--- config.mk ---
export PLATFORM = sky130hd
export DESIGN_NAME = i2c_slave_controller
export DESIGN_NICKNAME = d
export VERILOG_FILES = /design/src/rtl/i2c_slave_controller.sv
export SDC_FILE = /design/constraint.sdc
export NUM_CORES = 1
export LEC_CHECK = 0
export CAP_MARGIN = 20
export CELL_PAD_IN_SITES_DETAIL_PLACEMENT = 0
export CELL_PAD_IN_SITES_GLOBAL_PLACEMENT = 2
export CORE_MARGIN = 3
export CORE_UTILIZATION = 25
export DETAILED_ROUTE_END_ITERATION = 10
export PLACE_DENSITY_LB_ADDON = 0.1
export SLEW_MARGIN = 25
export SYNTH_ARGS = -nofsm -noshare
export SYNTH_HDL_FRONTEND = slang
export SYNTH_SLANG_ARGS = --single-unit
--- constraint.sdc ---
create_clock -name clk -period 2.7 [get_ports clk]
set_clock_uncertainty 0.2 [all_clocks]
set_input_delay 0.81 -clock clk [delete_from_list [all_inputs] [get_ports clk]]
set_output_delay 0.81 -clock clk [all_outputs]
set_load 0.1 [all_outputs]
--- src/rtl/i2c_slave_controller.sv ---
// i2c_slave_controller
// Sequencing FSM for the I2C slave datapath. Bus events from the decoder and
// bit-timing pulses from the SCL timer move the state machine. Every output is
// a registered decode of the state register, so each output lags its state
// by one cycle. byte_count is the exception: it updates on the same edge as
// the transition that completes a data byte.
module i2c_slave_controller #(
    parameter int COUNT_WIDTH = 8
) (
    input  logic                   clk,
    input  logic                   rst,
    input  logic                   start_found,
    input  logic                   stop_found,
    input  logic                   address_match,
    input  logic                   rw_mode,
    input  logic                   byte_received,
    input  logic                   ack_prep,
    input  logic                   check_ack,
    input  logic                   ack_done,
    input  logic                   sda_in,
    input  logic                   tx_fifo_empty,
    input  logic                   rx_fifo_full,
    output logic                   rx_enable,
    output logic                   tx_enable,
    output logic [1:0]             sda_mode,
    output logic                   load_data,
    output logic                   tx_pop,
    output logic                   rx_push,
    output logic                   busy,
    output logic [COUNT_WIDTH-1:0] byte_count
);

    typedef enum logic [3:0] {
        IDLE,
        ADDR_RX,
        ADDR_CHECK,
        ACK_WAIT,
        ACK_DRIVE,
        NACK_WAIT,
        NACK_DRIVE,
        DATA_RX,
        RX_STORE,
        RX_ACK_WAIT,
        RX_ACK_DRIVE,
        LOAD,
        DATA_TX,
        MACK_WAIT,
        MACK_END
    } state_t;

    // SDA output encodings
    localparam logic [1:0] SDA_RELEASE = 2'b00;
    localparam logic [1:0] SDA_ACK     = 2'b01;
    localparam logic [1:0] SDA_NACK    = 2'b10;
    localparam logic [1:0] SDA_TX      = 2'b11;

    state_t state_reg;
    logic   rw_reg;     // R/W bit of the address byte
    logic   full_reg;   // RX FIFO was full when the current byte was stored
    logic   mack_reg;   // master's ACK bit (1 = NACK, stop transmitting)

    // Single-process FSM: output decode of the current state, latched flags,
    // byte counter and next-state selection with stop > start > local priority.
    always_ff @(posedge clk) begin
        if (rst) begin
            state_reg  <= IDLE;
            rw_reg     <= 1'b0;
            full_reg   <= 1'b0;
            mack_reg   <= 1'b0;
            rx_enable  <= 1'b0;
            tx_enable  <= 1'b0;
            sda_mode   <= SDA_RELEASE;
            load_data  <= 1'b0;
            tx_pop     <= 1'b0;
            rx_push    <= 1'b0;
            busy       <= 1'b0;
            byte_count <= '0;
        end else begin
            // Registered Moore outputs: reflect the state held during this cycle.
            rx_enable <= (state_reg == ADDR_RX) || (state_reg == DATA_RX);
            tx_enable <= (state_reg == DATA_TX);
            load_data <= (state_reg == LOAD);
            tx_pop    <= (state_reg == LOAD) && !tx_fifo_empty;
            rx_push   <= (state_reg == RX_STORE) && !rx_fifo_full;
            busy      <= (state_reg != IDLE);
            case (state_reg)
                ACK_DRIVE:    sda_mode <= SDA_ACK;
                NACK_DRIVE:   sda_mode <= SDA_NACK;
                RX_ACK_DRIVE: sda_mode <= full_reg ? SDA_NACK : SDA_ACK;
                DATA_TX:      sda_mode <= SDA_TX;
                default:      sda_mode <= SDA_RELEASE;
            endcase

            if (stop_found) begin
                state_reg <= IDLE;
            end else if (start_found) begin
                // A (repeated) start abandons whatever was in progress.
                state_reg  <= ADDR_RX;
                byte_count <= '0;
            end else begin
                case (state_reg)
                    ADDR_RX:
                        if (byte_received) state_reg <= ADDR_CHECK;
                    ADDR_CHECK: begin
                        rw_reg    <= rw_mode;
                        state_reg <= address_match ? ACK_WAIT : NACK_WAIT;
                    end
                    ACK_WAIT:
                        if (ack_prep) state_reg <= ACK_DRIVE;
                    ACK_DRIVE:
                        if (ack_done) state_reg <= rw_reg ? LOAD : DATA_RX;
                    NACK_WAIT:
                        if (ack_prep) state_reg <= NACK_DRIVE;
                    NACK_DRIVE:
                        if (ack_done) state_reg <= IDLE;
                    DATA_RX:
                        if (byte_received) state_reg <= RX_STORE;
                    RX_STORE: begin
                        full_reg   <= rx_fifo_full;
                        byte_count <= byte_count + 1'b1;
                        state_reg  <= RX_ACK_WAIT;
                    end
                    RX_ACK_WAIT:
                        if (ack_prep) state_reg <= RX_ACK_DRIVE;
                    RX_ACK_DRIVE:
                        if (ack_done) state_reg <= full_reg ? IDLE : DATA_RX;
                    LOAD:
                        state_reg <= DATA_TX;
                    DATA_TX:
                        if (ack_prep) begin
                            byte_count <= byte_count + 1'b1;
                            state_reg  <= MACK_WAIT;
                        end
                    MACK_WAIT:
                        if (check_ack) begin
                            mack_reg  <= sda_in;
                            state_reg <= MACK_END;
                        end
                    MACK_END:
                        if (ack_done) state_reg <= mack_reg ? IDLE : LOAD;
                    default:
                        state_reg <= IDLE;
                endcase
            end
        end
    end

endmodule

# Word level (Yosys, flattened, before mapping)

Index checks and enable logic that the tools add are counted.
Widths: inputs -> output; s select.

Bits in registers: 23
Bits in latches: 0
RAM bits: 0
Bits in read-only memories: 0
Bits of input ports: 13
Output and inout bits: 16
Memories: 0

Add/subtract/negate cells: 1
Multiply operators: 0
Div/mod/pow operators: 0
$lt $le $gt $ge: 0
Equal/unequal tests: 36
Shift-type cells: 0
Multiplexer cells: 22
Bitwise operators: 2
Reductions and logical operators: 15

Operators by type and width:

| operator            | number |
|---|---|
| $pmux 4 s14         | 1 |
| $mux 4              | 13 |
| $ne 3x3->1 const B  | 11 |
| $eq 4x4->1 const B  | 7 |
| $ne 2x2->1 const B  | 11 |
| $reduce_and 11->1   | 2 |
| $eq 4x3->1 const B  | 4 |
| $mux 8              | 2 |
| $pmux 8 s2          | 1 |
| $reduce_and 3->1    | 3 |
| $add 8x1->8 const B | 1 |
| $eq 4x2->1 const B  | 2 |
| $pmux 2 s4          | 1 |
| $mux 3              | 2 |
| $eq 4x1->1 const B  | 1 |
| $reduce_and 4->1    | 1 |
| $reduce_bool 4->1   | 1 |
| $reduce_bool 3->1   | 1 |
| $reduce_or 3->1     | 1 |
| $logic_and 1x1->1   | 2 |
| $logic_not 1->1     | 2 |
| $mux 2              | 1 |
| $not 1->1           | 2 |
| $reduce_or 2->1     | 1 |
| other kinds (2)     | 2 |

# Logic depth before layout (Yosys ltp)

Word-level depth: 4
Mapped depth: 6
Gate-level depth less buffers: 5

# Least setup slack after synthesis

OpenSTA, ideal clock, no wires.

Path kind: reg2reg
Start point: register byte_count[2]
End point: register byte_count[7]
Arrival time: 1.805 ns
Required time: 2.382 ns
Slack: 0.577 ns
Cell stages (with the launch flop): 6
Buffers on the path: 0
Period minus slack after synthesis: 2.123 ns
Cell sequence: dfxtp_1 nand4_1 nor2_1 nor4b_1 xnor2_1 nor2_1

Cells in the longest elaborated chain, start to end: 4

Ends and longest elaborated chain:

| what                   | RTL line | text |
|---|---|---|
| from (decl)            | 30       | `output logic [COUNT_WIDTH-1:0] byte_count` |
| from (signal assigned) | 120      | `byte_count <= byte_count + 1'b1;` |
| from (signal assigned) | 131      | `byte_count <= byte_count + 1'b1;` |
| $add 8x1->8 (*)        | 120, 131 |  |
| $mux 8                 | 130      | `if (ack_prep) begin` |
| $pmux 8 s2 (*)         | 101      | `case (state_reg)` |
| $mux 8 (*)             | 96       | `end else if (start_found) begin` |

Every way passes the cells marked *; elsewhere a longest branch is shown, timed or not. The select of a mux whose other input is x is not followed.
A chain may end at the register's enable or synchronous reset.

# Worst setup path after layout

Start point: input port ack_prep
End point: register byte_count[7]

Cells in the longest elaborated chain, start to end: 2

Ends and longest elaborated chain:

| what                              | RTL line | text |
|---|---|---|
| from (decl)                       | 17       | `input logic ack_prep,` |
| $ne 3x3->1 (no source line)       | -        |  |
| $reduce_and 3->1 (no source line) | -        |  |

No other way between the ends.

==> run metrics <==
HPWL Detailed=2532 um; post-CTS setup buffers=0; uppermost layer routed=met4; post-synth net total=160; diode count=0; Routed Antenna Nets=0; initial antenna violation count=0; Final Setup Violations=0; post-DR wirelength/cell=14.63 um; min Tclk post-route=roughly 2.4 ns; commonest non-fill, non-tap cell in the layout=buf_4; layout cells sized above 1=19.10%; Async SR Flop Fraction=0%; DRT met1 WL=~1400 um; core area=about 0.0045 mm^2; Final Total Pwr=approximately 630 uW; RSZ-0062 raised after global routing=no; largest net degree at the start of global routing=17; max cap viols=0; Final #Nets=193; Setup crit start kind=input port; number of global-route vias before repair=1,141; Synth Flop Type=dfxtp_1; Layout Cells excl Fill=230; EDFF count, synth=0; initial core utilization=26.72%; row cnt=24; Reg clk slew, reported paths=0.08 ns; H-tree depth=1; Syn-to-layout area delta=32.12%; Clock Sinks=23; Worst VDD drop=0.0001828 V; Slew HR=59.95%; Synth cell types=39; met3 routed WL=about 140 um; IO Pins=29; CP Class=input port to flop; WP data arrival=2.36 ns; Clock Latency Late Sink=0.27 ns; final worst-path cycle share=89.14%; Starting DRT DRC Count=19; Die Ht=75.39 um; die area=between 0.005 and 0.006 mm^2; required time worst endpoint=2.66 ns; critical path's top delay family=compound AO/OA/AOI/OAI gates; Least-Margin Pin Slew=0.5995 ns; Post-Synthesis Cells=146; crit path max fanout=9; TritonCTS clock tree=yes; Seq/Total Area, Yosys=38.25%; worst-case clock buffer depth=2; metal2 WL=1745 um; vias after detailed routing=1,154; setup TNS=0 ns; total iterations of the first detailed-routing run=4; Hold Crit Class=flop to flop; placed cells=226; crit path max-delay cell type=a21oi_1; Routed WL=3366 um; TritonCTS Buffers=3; Total GRT Usage=12.66%; syn avg cell area=~8.2 um^2; grt total ovfl=0; LEAKAGE=0.5829 nW; Util after Layout=35.31%; Final Hold Vio Count=0; residual DRC count=0; critical path, cell by cell=clkdlybuf4s50_1 -> nand2b_1 -> a21oi_1 -> nor4b_1 -> xnor2_1 -> nor2_1; FMAX=415.5 MHz; count of warnings emitted by yosys=0; status=completed; first-pass GRT wire length=5402 um; max incr delay on CP=0.50 ns; synth top area cells=dfxtp_1, nor2_1, xnor2_1; Hold Buf Count CTS=0; most frequent cells in the layout=buf_4, dfxtp_1, nor2_1; Pwr per Cell Area=397.8 mW/mm^2; Root Buffer=clkbuf_8; IO buf count=28; Critical Path Sink Type=flop; Crit path buffers/inverters=1; area share of the largest cell type after synthesis=38.25%; width of the die=75.39 um; Final GP Congestion=approximately 0.8; Synth area leader=dfxtp_1; CTS resizes=0; synthesized cell area=0.001204 mm^2; Yosys reg bits=23; Pins Over Slew Limit=0; Largest register FFs=8; vias per inst=5.017
[cells in the mapped netlist, drive strengths merged, types with 4 or more instances]
master  count
dfxtp      23
nor2       21
a21oi       9
nand2       8
o21ai       7
clkbuf      6
nor3        6
xnor2       6
inv         5
mux2i       5
nor4b       5
buf         4
nand3       4
nor2b       4
[worst register-to-register path, cell delays in order, from the launching register on]
cell,delay [ns]
dfxtp_1,0.64
nor3b_2,0.42
a21oi_1,0.27
nor4b_1,0.47
xnor2_1,0.17
nor2_1,0.05
[area by class of cell]
class / instances / area [um^2]
timing repair buffer: 38 / 315.3
multi-input combinational: 108 / 684.4
clock inverter: 1 / 5.005
tap: 52 / 65.06
clock buffer: 3 / 41.29
inverter: 5 / 18.77
fill: 494 / 2914
sequential: 23 / 460.4
[cells by family (layout without fill, tap and decap cells)]
group	after synthesis	after routing	share of synthesized area (%)
AND/OR/NAND/NOR	62	62	27.44
adder cells (fa/ha/maj)	1	1	1.039
multiplexers	6	6	5.094
XOR/XNOR	6	6	4.366
AO/OA/AOI/OAI	33	33	18.92
buffers and inverters	15	47	4.886
flip-flops	23	23	38.25
[through the flow]
step	hold WS, ns	instance area, um^2	setup WS [ns]
2_1_floorplan	0.2878	1204	0.5768
3_3_place_gp	0.3073	1544	-0.003351
3_5_place_dp	0.3159	1544	-0.05555
4_1_cts	0.3333	1590	0.2351
5_1_grt	0.3629	1590	0.1170
6_report	0.3227	1590	0.2933
[worst paths after layout]
check	slack, ns	startpoint	endpoint	cells past startpoint
setup reg to reg	0.36	state_reg[3]	byte_count[7]	5
setup / recovery	0.29	ack_prep	byte_count[7]	6
hold / removal	0.32	byte_count[1]	byte_count[1]	2
hold reg to reg	0.32	byte_count[1]	byte_count[1]	2
[power by group]
part | internal (mW) | switching, mW | leakage (nW) | total, mW
clock network | 0.103 | 0.115 | 0.0255 | 0.218
logic | 0.0304 | 0.0412 | 0.372 | 0.0716
registers | 0.341 | 0.00160 | 0.186 | 0.343
total | 0.475 | 0.158 | 0.583 | 0.633
[per-layer routing]
layer  global-route usage (%)  up-vias
li1                         -      591
met1                    14.81      539
met2                    22.44       19
met3                    3.694        5
met4                    3.495        0
met5                        0        -
Power figures use the tool's default switching activity.
